File: src/rtl/switch_debouncer_pkg.sv
// Package: switch_pkg
// Shared constants, the switch vector type and the prescaler divisor helper
// for the switch debouncer.
//   NUM_SW_DEFAULT : number of board toggle switches
//   switch_vec_t   : one bit per switch
//   calc_div()     : clock cycles per debounce sample
package switch_pkg;

  localparam int NUM_SW_DEFAULT = 18;

  typedef logic [NUM_SW_DEFAULT-1:0] switch_vec_t;

  // Number of clock cycles between two debounce sample instants.
  function automatic int calc_div(input int clk_hz, input int sample_hz);
    return clk_hz / sample_hz;
  endfunction

endpackage

File: src/rtl/switch_debouncer_checker.sv
// Module: switch_debouncer_checker
// Elaboration-time parameter legality checks for the switch debouncer.
// No ports; instantiated by the top with its derived parameters.
//   DIV            : clock cycles per sample, must be at least 2
//   STABLE_SAMPLES : samples needed to accept a level, must be at least 1
module switch_debouncer_checker #(
  parameter int DIV            = 2,
  parameter int STABLE_SAMPLES = 1
) ();

  if (DIV < 2) begin : g_div_too_small
    $error("switch_debouncer: CLK_FREQ_HZ/SAMPLE_HZ must be >= 2");
  end

  if (STABLE_SAMPLES < 1) begin : g_stable_too_small
    $error("switch_debouncer: STABLE_SAMPLES must be >= 1");
  end

endmodule

File: src/rtl/switch_debouncer_debounce_cell.sv
// Module: debounce_cell
// One switch bit: 2-flop synchroniser, stability counter, debounced level
// flop and one-cycle rise/fall strobes.
//   clk   : system clock, rising edge
//   rst   : synchronous reset, active high
//   raw   : raw asynchronous switch level
//   tick  : one-cycle sample enable from the shared prescaler
//   db    : debounced level
//   rise  : one-cycle pulse in the first cycle db reads 1 after a 0
//   fall  : one-cycle pulse in the first cycle db reads 0 after a 1
module debounce_cell #(
  parameter int STABLE_SAMPLES = 8
) (
  input  logic clk,
  input  logic rst,
  input  logic raw,
  input  logic tick,
  output logic db,
  output logic rise,
  output logic fall
);

  // A single-sample filter still needs a 1-bit counter to keep widths legal.
  localparam int CNT_W = (STABLE_SAMPLES > 1) ? $clog2(STABLE_SAMPLES) : 1;

  logic             sync1_r;
  logic             sync2_r;
  logic [CNT_W-1:0] cnt_r;
  logic             db_r;
  logic             rise_r;
  logic             fall_r;
  logic             at_limit_s;

  // Last differing sample before the new level is accepted.
  always_comb begin
    at_limit_s = 1'b0;
    if (cnt_r == CNT_W'(STABLE_SAMPLES - 1)) begin
      at_limit_s = 1'b1;
    end else begin
      at_limit_s = 1'b0;
    end
  end

  // Synchroniser, stability counter, debounced level and strobes.
  always_ff @(posedge clk) begin
    if (rst) begin
      sync1_r <= 1'b0;
      sync2_r <= 1'b0;
      cnt_r   <= {CNT_W{1'b0}};
      db_r    <= 1'b0;
      rise_r  <= 1'b0;
      fall_r  <= 1'b0;
    end else begin
      sync1_r <= raw;
      sync2_r <= sync1_r;
      // Strobes default low so they last exactly one cycle.
      rise_r  <= 1'b0;
      fall_r  <= 1'b0;
      if (tick) begin
        if (sync2_r == db_r) begin
          // Returning to the accepted level discards any partial count.
          cnt_r <= {CNT_W{1'b0}};
        end else if (at_limit_s) begin
          db_r   <= sync2_r;
          rise_r <= sync2_r;
          fall_r <= ~sync2_r;
          cnt_r  <= {CNT_W{1'b0}};
        end else begin
          cnt_r <= cnt_r + CNT_W'(1);
        end
      end
    end
  end

  assign db   = db_r;
  assign rise = rise_r;
  assign fall = fall_r;

endmodule

File: src/rtl/switch_debouncer.sv
// Module: switch_debouncer
// Debounces the board toggle switches feeding the priority encoder and
// seven-segment display stage, and emits per-bit edge strobes.
//   CLOCK_50_I    : system clock, rising edge
//   RESET_I       : synchronous reset, active high
//   SWITCH_I      : raw asynchronous switch levels
//   SWITCH_DB_O   : debounced switch levels
//   SWITCH_RISE_O : one-cycle pulse per bit on a debounced 0->1
//   SWITCH_FALL_O : one-cycle pulse per bit on a debounced 1->0
//   CHANGE_O      : one-cycle pulse when any rise/fall bit is set
//   SAMPLE_TICK_O : one-cycle pulse at each sample instant
module switch_debouncer
  import switch_pkg::*;
#(
  parameter int NUM_SW         = NUM_SW_DEFAULT,
  parameter int CLK_FREQ_HZ    = 50000000,
  parameter int SAMPLE_HZ      = 1000,
  parameter int STABLE_SAMPLES = 8
) (
  input  logic              CLOCK_50_I,
  input  logic              RESET_I,
  input  logic [NUM_SW-1:0] SWITCH_I,
  output logic [NUM_SW-1:0] SWITCH_DB_O,
  output logic [NUM_SW-1:0] SWITCH_RISE_O,
  output logic [NUM_SW-1:0] SWITCH_FALL_O,
  output logic              CHANGE_O,
  output logic              SAMPLE_TICK_O
);

  localparam int DIV   = calc_div(CLK_FREQ_HZ, SAMPLE_HZ);
  localparam int PRE_W = $clog2(DIV);

  logic [PRE_W-1:0]  pre_cnt_r;
  logic              tick_r;
  logic              pre_wrap_s;
  logic [NUM_SW-1:0] db_s;
  logic [NUM_SW-1:0] rise_s;
  logic [NUM_SW-1:0] fall_s;

  switch_debouncer_checker #(
    .DIV            (DIV),
    .STABLE_SAMPLES (STABLE_SAMPLES)
  ) u_checker ();

  // Prescaler terminal count.
  always_comb begin
    pre_wrap_s = 1'b0;
    if (pre_cnt_r == PRE_W'(DIV - 1)) begin
      pre_wrap_s = 1'b1;
    end else begin
      pre_wrap_s = 1'b0;
    end
  end

  // Shared sample prescaler; the tick is the cycle after the terminal count,
  // so the first one lands DIV cycles after reset release.
  always_ff @(posedge CLOCK_50_I) begin
    if (RESET_I) begin
      pre_cnt_r <= {PRE_W{1'b0}};
      tick_r    <= 1'b0;
    end else begin
      tick_r <= pre_wrap_s;
      if (pre_wrap_s) begin
        pre_cnt_r <= {PRE_W{1'b0}};
      end else begin
        pre_cnt_r <= pre_cnt_r + PRE_W'(1);
      end
    end
  end

  for (genvar i = 0; i < NUM_SW; i++) begin : g_cell
    debounce_cell #(
      .STABLE_SAMPLES (STABLE_SAMPLES)
    ) u_cell (
      .clk  (CLOCK_50_I),
      .rst  (RESET_I),
      .raw  (SWITCH_I[i]),
      .tick (tick_r),
      .db   (db_s[i]),
      .rise (rise_s[i]),
      .fall (fall_s[i])
    );
  end

  assign SWITCH_DB_O   = db_s;
  assign SWITCH_RISE_O = rise_s;
  assign SWITCH_FALL_O = fall_s;
  assign SAMPLE_TICK_O = tick_r;
  // Reduction of the strobe flops: same cycle as the strobes, and no path
  // back to the raw inputs.
  assign CHANGE_O      = |(rise_s | fall_s);

endmodule

File: config.mk
export PLATFORM = sky130hd
export DESIGN_NAME = switch_debouncer
export DESIGN_NICKNAME = d
export VERILOG_FILES = /design/src/rtl/switch_debouncer_pkg.sv /design/src/rtl/switch_debouncer_checker.sv /design/src/rtl/switch_debouncer_debounce_cell.sv /design/src/rtl/switch_debouncer.sv
export SDC_FILE = /design/constraint.sdc
export NUM_CORES = 1
export LEC_CHECK = 0
export BUFFER_PORTS_ARGS = -buffer_cell sky130_fd_sc_hd__buf_4
export CORE_ASPECT_RATIO = 1.4
export CORE_UTILIZATION = 55
export CTS_CLUSTER_SIZE = 20
export DETAILED_ROUTE_END_ITERATION = 12
export GPL_TIMING_DRIVEN = 0
export PLACE_DENSITY_LB_ADDON = 0.12
export RECOVER_POWER = 100
export SYNTH_ARGS = -nofsm -noshare
export SYNTH_HDL_FRONTEND = slang
export SYNTH_SLANG_ARGS = --single-unit
File: constraint.sdc
create_clock -name CLOCK_50_I -period 1.92 [get_ports CLOCK_50_I]
set_input_delay 0.096 -clock CLOCK_50_I [delete_from_list [all_inputs] [get_ports CLOCK_50_I]]
set_output_delay 0.096 -clock CLOCK_50_I [all_outputs]
set_load 0.005 [all_outputs]
# After elaboration in Yosys (flattened, before gate mapping)
# Index checks and enable logic that the tools add are counted.
dict set report word_totals {
  in_bits 20
  output_inout_bits 56
  regBits 161
}
dict set report classes {
  n_mux 55
  addsub 19
  bitwise_logic 56
  reduce_logical 38
  eq_ne 37
}
# cell count
set op_table {}
lappend op_table {{$mux W3} 36}
lappend op_table {{$reduce_or A4 Y1} 18}
lappend op_table {{$not A1 Y1} 55}
lappend op_table {{$add A3 B1 Y3 const B} 18}
lappend op_table {{$eq A3 B3 Y1 const B} 18}
lappend op_table {{$reduce_and A3 Y1} 18}
lappend op_table {{$mux W1} 19}
lappend op_table {{$eq A1 B1 Y1} 18}
lappend op_table {{$or A18 B18 Y18} 1}
lappend op_table {{$reduce_or A18 Y1} 1}
lappend op_table {{$add A16 B1 Y16 const B} 1}
lappend op_table {{$eq A16 B16 Y1 const B} 1}
lappend op_table {{$reduce_or A2 Y1} 1}

# Logic depth before layout (Yosys ltp)
# Gate-level depths: netlist of run 1.
dict set report logic_depth {
  word_depth 4
  ltp_mapped 6
}

# By module
# A second synthesis of run 1 with hierarchy kept.
dict set report hier_totals {
  hier_cells 633
  area_unflattened_um2 6635.1
}
# mod cells_each area_each_um2 seq_area_each_um2 instances
set by_module_without_submodules {}
lappend by_module_without_submodules {debounce_cell 30 322.8 160.2 18}
lappend by_module_without_submodules {switch_debouncer 93 824.5 340.3 1}

# Worst setup path after synthesis of run 1
# Ideal clock, no wire load.
dict set report synth_timing {
  path_type {reg2reg}
  startpoint {reg pre_cnt_r[11]}
  endpoint {reg pre_cnt_r[4]}
  path_buffers 1
  period_less_slack_ps 1740
  required_ps 1805
  stages_incl_launch_ff 6
  path_slack_ps 180
  arrival_time_ps 1625
  cell_sequence {dfxtp_1 -> or4b_1 -> or4_4 -> nand2b_4 -> buf_12 -> nor2_1}
}
dict set report synth_via {
  elab_chain_len 3
}
# element line_no
set synth_rtl {}
lappend synth_rtl {{from (decl)} switch_debouncer.sv:33} ;# logic [PRE_W-1:0] pre_cnt_r;
lappend synth_rtl {{from (signal assigned)} switch_debouncer.sv:59} ;# pre_cnt_r <= {PRE_W{1'b0}};
lappend synth_rtl {{from (signal assigned)} switch_debouncer.sv:64} ;# pre_cnt_r <= {PRE_W{1'b0}};
lappend synth_rtl {{from (signal assigned)} switch_debouncer.sv:66} ;# pre_cnt_r <= pre_cnt_r + PRE_W'(1);
lappend synth_rtl {{$eq A16 B16 Y1} switch_debouncer.sv:48} ;# if (pre_cnt_r == PRE_W'(DIV - 1)) begin
lappend synth_rtl {{$mux W1} switch_debouncer.sv:48}
lappend synth_rtl {{$reduce_or A2 Y1 (no line)} n/a}
# Every way passes these cells.
# A chain may end at the register's enable or synchronous reset.

# Final worst setup path of run 1
dict set report layout_timing {
  startpoint {reg g_cell[0].u_cell.fall_r}
  endpoint {out CHANGE_O}
}
dict set report layout_via {
  elab_chain_len 2
}
# element line_no
set layout_rtl {}
lappend layout_rtl {{from (decl)} switch_debouncer_debounce_cell.sv:31} ;# logic fall_r;
lappend layout_rtl {{from (signal assigned)} switch_debouncer_debounce_cell.sv:66} ;# fall_r <= ~sync2_r;
lappend layout_rtl {{$or A18 B18 Y18} switch_debouncer.sv:91} ;# assign CHANGE_O = |(rise_s | fall_s);
lappend layout_rtl {{$reduce_or A18 Y1} switch_debouncer.sv:91}
lappend layout_rtl {{to (decl)} switch_debouncer.sv:26} ;# output logic CHANGE_O,
# Every way passes these cells.

==> results of run 1 <==
==> per-layer routing <==
metal | GRT usage (%) | vias up
met4 | 15.2 | 2
met5 | 0 | -
met3 | 6.21 | 54
met1 | 27.7 | 2448
met2 | 45.3 | 136
li1 | - | 2599
==> registers in the layout (all words and copies together), names as in the netlist <==
name	count
g_cell.u_cell.cnt_r	54
g_cell.u_cell.db	18
g_cell.u_cell.fall	18
g_cell.u_cell.rise	18
g_cell.u_cell.sync1_r	18
g_cell.u_cell.sync2_r	18
pre_cnt_r	16
SAMPLE_TICK_O	1
==> critical path, cell delays in order (launching register included) <==
cell     delay, ps
dfxtp_1        330
nor4_2         380
nand4_1        200
nor2_1         150
nand4_1        110
buf_4          170
==> final cells by class <==
type                    instances  area [um^2]  share of cell area (%)
inverters                       9         33.8                   0.409
clock inverters                 9          105                    1.27
multi-input cells             469         2950                    35.7
well taps                     147          184                    2.22
repair buffers                 93          739                    8.94
flip-flops and latches        161         3220                    39.0
clock buffers                  23          488                    5.90
plain buffers                  84          542                    6.55
==> final timing paths <==
| path | end | depth (start not counted) |
|---|---|---|
| worst max-delay path | CHANGE_O | 5 |
| worst min-delay path | pre_cnt_r[15]$_SDFF_PP0_ | 3 |
| worst max register to register | pre_cnt_r[10]$_SDFF_PP0_ | 5 |
| worst min register to register | g_cell[17].u_cell.sync2_r$_SDFF_PP0_ | 1 |
==> where the power goes <==
part	internal, uW	switching [uW]	total (uW)
Clock	2050	1300	3350
Sequential	3380	27.1	3410
Combinational	93.0	88.9	182
Total	5520	1420	6940
==> Yosys cell counts (all sizes together) <==
| cell | number | share of area [%] |
|---|---|---|
| nand2 | 63 | 3.5 |
| inv | 9 | 0.50 |
| buf | 57 | 6.5 |
| nand4 | 5 | 0.47 |
| nor3b | 36 | 4.0 |
| nor3 | 4 | 0.30 |
| clkbuf | 28 | 1.6 |
| nand3b | 9 | 1.0 |
| nand3 | 63 | 4.7 |
| ha | 37 | 6.9 |
| or4bb | 1 | 0.17 |
| xnor2 | 18 | 2.3 |
| or4b | 1 | 0.15 |
| nor4 | 12 | 1.1 |
| or4 | 1 | 0.17 |
| nand4bb | 1 | 0.17 |
| o22ai | 5 | 0.47 |
| xor2 | 14 | 1.8 |
| a21oi | 67 | 5.0 |
| nand2b | 50 | 4.8 |
| dfxtp | 161 | 48 |
| nor2 | 36 | 2.2 |
| nor2b | 46 | 4.3 |
==> cell families (layout without fill, tap and decap cells) <==
kind of cell               after synthesis  after routing
AOI/OAI and AO/OA                       72             72
xor gates and xnor gates                32             32
adders and majority gates               37             37
buffers and inverters                   94            218
DFF                                    161            161
and+or+nand+nor                        328            328
==> repair_timing <==
item                                    CTS  global route
gates resized for setup                   7            13
endpoints found under the setup margin   53            52
hold buffers                             18             0
endpoints found under the hold margin    18             0
==> through the flow <==
step	hold slack (ps)	area, um^2	power [uW]	setup TNS [ps]
3_3_place_gp	305	7470	3630	-3470
6_report	155	8270	6940	0
3_5_place_dp	312	7470	3640	-4960
4_1_cts	55.9	8270	6980	0
2_1_floorplan	224	6720	3570	0
5_1_grt	163	8270	7150	0
==> flow_summary.json, run 1 <==
{
  "vdd_drop_max_v": 0.000501,
  "ant_nets": 0,
  "synth_nets": 781,
  "pin_count": 76,
  "synth_cell_type_count": 28,
  "hold_path.class": "primary input to register",
  "ys_seq_area_share_pct": 48.0,
  "dr_wl_met3_um": 744,
  "synthAdderAreaFrac_pct": 6.89,
  "p_per_area_nw_per_um2": 839,
  "syn-instance-count": 724,
  "crit_start": "g_cell[0].u_cell.fall$_SDFF_PP0_",
  "worstSetupEndpointType": "primary output",
  "via_count": 5239,
  "finalSetupViolations": 0,
  "final_common_cell": "dfxtp_1",
  "synth_warnings": 0,
  "dieArea_um2": 12700,
  "setup.worst_path.start_class": "register",
  "vias_per_cell": 5.27,
  "mostFrequentLayoutCells": "160 x dfxtp_1, 70 x buf_4, 67 x a21oi_1",
  "root_buffer": "clkbuf_16",
  "grt_overflow_total": 0,
  "fin_nets": 892,
  "rows": 47,
  "fin_cells": 995,
  "drv_cap": 0,
  "grt_pass1_vias": 5205,
  "p_leak_uw": 0.00334,
  "status": "finished clean",
  "globalplace.congestion": 0.800,
  "hold_viol_final": 0,
  "synthMuxAreaShare_pct": 0,
  "synth-compound-area-share_pct": 5.45,
  "rrSetupSlack_ps": 90,
  "wl_met1_um": 6140,
  "fin_util_pct": 69.6,
  "netlist_area_um2": 6720,
  "relSlewSlack_pct": 51.5,
  "antenna_found_initial": 1,
  "clock-sinks": 161,
  "dp_slack_ps": -528,
  "detail_route.first_pass.iterations": 4,
  "fin_ws_ps": 67.2,
  "die_h_um": 133,
  "cts-htree-levels": 4,
  "core_area_um2": 11900,
  "grt_use_total_pct": 26.0,
  "critPathArrivalTime_ps": 1760,
  "top_layer_used": "met5",
  "drt_iter0_markers": 230,
  "cts_buffers": 17,
  "syn_to_final_growth_pct": 23.0,
  "grt_max_degree": 17,
  "maxSlewViolCount": 0,
  "finalClockSkew_ps": 5.72,
  "dr_wl_met2_um": 7780,
  "place_inst": 946,
  "syn_avg_cell_area_um2": 9.28,
  "rsz0062_at_grt": "false",
  "synth_xor_area_share_pct": 4.17,
  "worstMarginPinSlew_ps": 728,
  "port_buffers": 75,
  "crit_fanout": 2,
  "worstPathRequired_ps": 1820,
  "worstSetupPathType": "register to primary output",
  "hpwl_um": 10800,
  "cts_tree": "done",
  "insertion_delay_ps": 420,
  "clk_pin_slew_ps": 60,
  "fill_cells": 965,
  "wl_per_cell_um": 15.5,
  "diodes": 0,
  "synth-simple-area-share_pct": 27.0,
  "min_period_over_period_pct": 96.5,
  "drive_gt1_share_pct": 20.3,
  "die_w_um": 95.4,
  "fmax_mhz": 540,
  "clockBufferDepth": 2,
  "initial_core_util_pct": 56.6,
  "routed_wl_um": 15400,
  "worstReg2RegStart": "pre_cnt_r[11]$_SDFF_PP0_",
  "postCtsSetupBuffers": 0,
  "grt_pass1_wl_um": 25000,
  "ys_ff_latch": 161,
  "holdCritStartpoint": "RESET_I",
  "synth_top_family_by_area": "simple AND/OR/NAND/NOR gates",
  "finalCriticalPeriod_ps": 1850,
  "post-route-drc-count": 0
}
No activity file was read; power rests on OpenSTA's default activity.
==> run 2: changes to the inputs <==
--- a/config.mk
+++ b/config.mk
@@ -7,7 +7,7 @@
 export LEC_CHECK = 0
 export BUFFER_PORTS_ARGS = -buffer_cell sky130_fd_sc_hd__buf_4
 export CORE_ASPECT_RATIO = 1.4
-export CORE_UTILIZATION = 55
+export CORE_UTILIZATION = 40
 export CTS_CLUSTER_SIZE = 20
 export DETAILED_ROUTE_END_ITERATION = 12
 export GPL_TIMING_DRIVEN = 0
==> flow_summary.json, run 2 (synthesized netlist as in run 1, its figures left out) <==
{
  "detail_route.first_pass.iterations": 11,
  "drv_cap": 0,
  "p_per_area_nw_per_um2": 818,
  "hold_viol_final": 0,
  "hold_path.class": "primary input to register",
  "maxSlewViolCount": 0,
  "insertion_delay_ps": 430,
  "drive_gt1_share_pct": 20.6,
  "grt_max_degree": 17,
  "ant_nets": 0,
  "dieArea_um2": 17300,
  "p_sw_uw": 1460,
  "r2r-end": "pre_cnt_r[9]$_SDFF_PP0_",
  "violations": "DRC",
  "grt_pass1_wl_um": 25500,
  "worstMarginPinSlew_ps": 817,
  "port_buffers": 75,
  "initial_core_util_pct": 41.2,
  "clk_pin_slew_ps": 60,
  "worstPathRequired_ps": 2250,
  "fin_nets": 893,
  "fin_util_pct": 51.1,
  "setup.worst_path.start_class": "register",
  "pin_count": 76,
  "clock_power_share_pct": 47.3,
  "min_period_over_period_pct": 94.6,
  "rsz0062_at_grt": "false",
  "fmax_mhz": 550,
  "critPathArrivalTime_ps": 2140,
  "status": "complete, but fails checks",
  "globalplace.congestion": 0.768,
  "whs_ps": 147,
  "worst_r2r_path_depth": 5,
  "routed_wl_um": 16100,
  "finalCriticalPeriod_ps": 1820,
  "finalSetupViolations": 0,
  "dp_slack_ps": -606,
  "worstSetupPathType": "register to register",
  "relSlewSlack_pct": 45.5,
  "syn_to_final_growth_pct": 24.0,
  "drt_iter0_markers": 157,
  "cts-htree-levels": 4,
  "worstReg2RegStart": "pre_cnt_r[11]$_SDFF_PP0_",
  "rrSetupSlack_ps": 100,
  "p_sw_share_pct": 21.5,
  "die_h_um": 155,
  "rows": 55,
  "p_leak_uw": 0.00335,
  "cts_buffers": 17,
  "grt_pass1_vias": 5115,
  "internal-power_uw": 5350,
  "antenna_found_initial": 0,
  "diodes": 0,
  "vias_per_cell": 4.95,
  "mostFrequentLayoutCells": "161 x dfxtp_1, 69 x buf_4, 67 x a21oi_1",
  "clock-sinks": 161,
  "core_area_um2": 16300,
  "p_total_uw": 6820,
  "worstSetupEndpointType": "register",
  "finalClockSkew_ps": 7.28,
  "crit_fanout": 10,
  "cp_slowest_stage_delay_ps": 550,
  "worstSetupEndpoint": "pre_cnt_r[9]$_SDFF_PP0_",
  "root_buffer": "clkbuf_16",
  "largest_reg_flops": 54,
  "fin_cells": 1048,
  "post-route-drc-count": 3,
  "hpwl_um": 11200,
  "clockBufferDepth": 2,
  "cts_tree": "done",
  "grt_overflow_total": 0,
  "cp_cell_sequence": "or4b_1 > or4_4 > nand2b_4 > buf_12 > nor2_1",
  "fin_ws_ps": 103,
  "top_register": "g_cell.u_cell.cnt_r",
  "crit_start": "pre_cnt_r[11]$_SDFF_PP0_",
  "seq_power_share_pct": 50.0,
  "cp_slowest_cell": "or4_4",
  "via_count": 5190,
  "place_inst": 998,
  "postCtsSetupBuffers": 0,
  "vdd_drop_max_v": 0.000530,
  "die_w_um": 112,
  "p_comb_share_pct": 2.7,
  "grt_use_total_pct": 19.4,
  "final_common_cell": "dfxtp_1",
  "wl_per_cell_um": 15.3
}
run 2: area by class of cell:
type,count,area (um^2)
Fill cell,1561,7970
Sequential cell,161,3220
Multi-Input combinational cell,469,2980
Timing Repair Buffer,93,739
Buffer,85,548
Clock buffer,23,478
Tap cell,199,249
Clock inverter,9,82.6
Inverter,9,33.8
run 2: how the worst min path moves through the flow:
stage / start / end / slack (ps) / depth (start not counted)
after floorplan: SWITCH_I[0] / g_cell[0].u_cell.sync1_r$_SDFF_PP0_ / 220 / 1
after global placement: SWITCH_I[1] / g_cell[1].u_cell.sync1_r$_SDFF_PP0_ / 300 / 2
after detailed placement: SWITCH_I[14] / g_cell[14].u_cell.sync1_r$_SDFF_PP0_ / 310 / 2
after CTS: RESET_I / pre_cnt_r[11]$_SDFF_PP0_ / 40 / 3
after global routing: RESET_I / pre_cnt_r[12]$_SDFF_PP0_ / 180 / 3
final: RESET_I / pre_cnt_r[11]$_SDFF_PP0_ / 150 / 3
run 2: repair_timing:
action	4_1_cts	5_1_grt
hold buffers	18	0
gates cloned	0	0
gates resized for setup	14	5
endpoints found under the hold margin	18	0
setup endpoints to repair	68	12
run 2: metrics by stage:
step / TNS (ps) / area, um^2
6_report: 0 / 8340
5_1_grt: 0 / 8340
4_1_cts: 0 / 8320
3_5_place_dp: -3850 / 7530
3_3_place_gp: -4010 / 7530
2_1_floorplan: 0 / 6720
run 2: routing by layer:
metal	vias to the layer above	track usage, %	share of wire (%)
met1	2444	21.6	42
met2	100	33.6	50
met3	34	3.62	4.3
met4	0	13.0	3.7
li1	2612	-	-
met5	-	0	0
run 2: worst max-delay path: cells and delay by family (launching register included):
family        cells  cell delay (ps)
simple gates      4             1250
flops             1              330
buf+inv           1              130
run 2: power groups by stage:
stage / Clock (uW) / Sequential, uW / Combinational, uW
after floorplan: 0 / 3470 / 94.5
after global placement: 0 / 3480 / 155
after detailed placement: 0 / 3480 / 158
after CTS: 3270 / 3410 / 187
after global routing: 3430 / 3410 / 201
final: 3220 / 3410 / 183
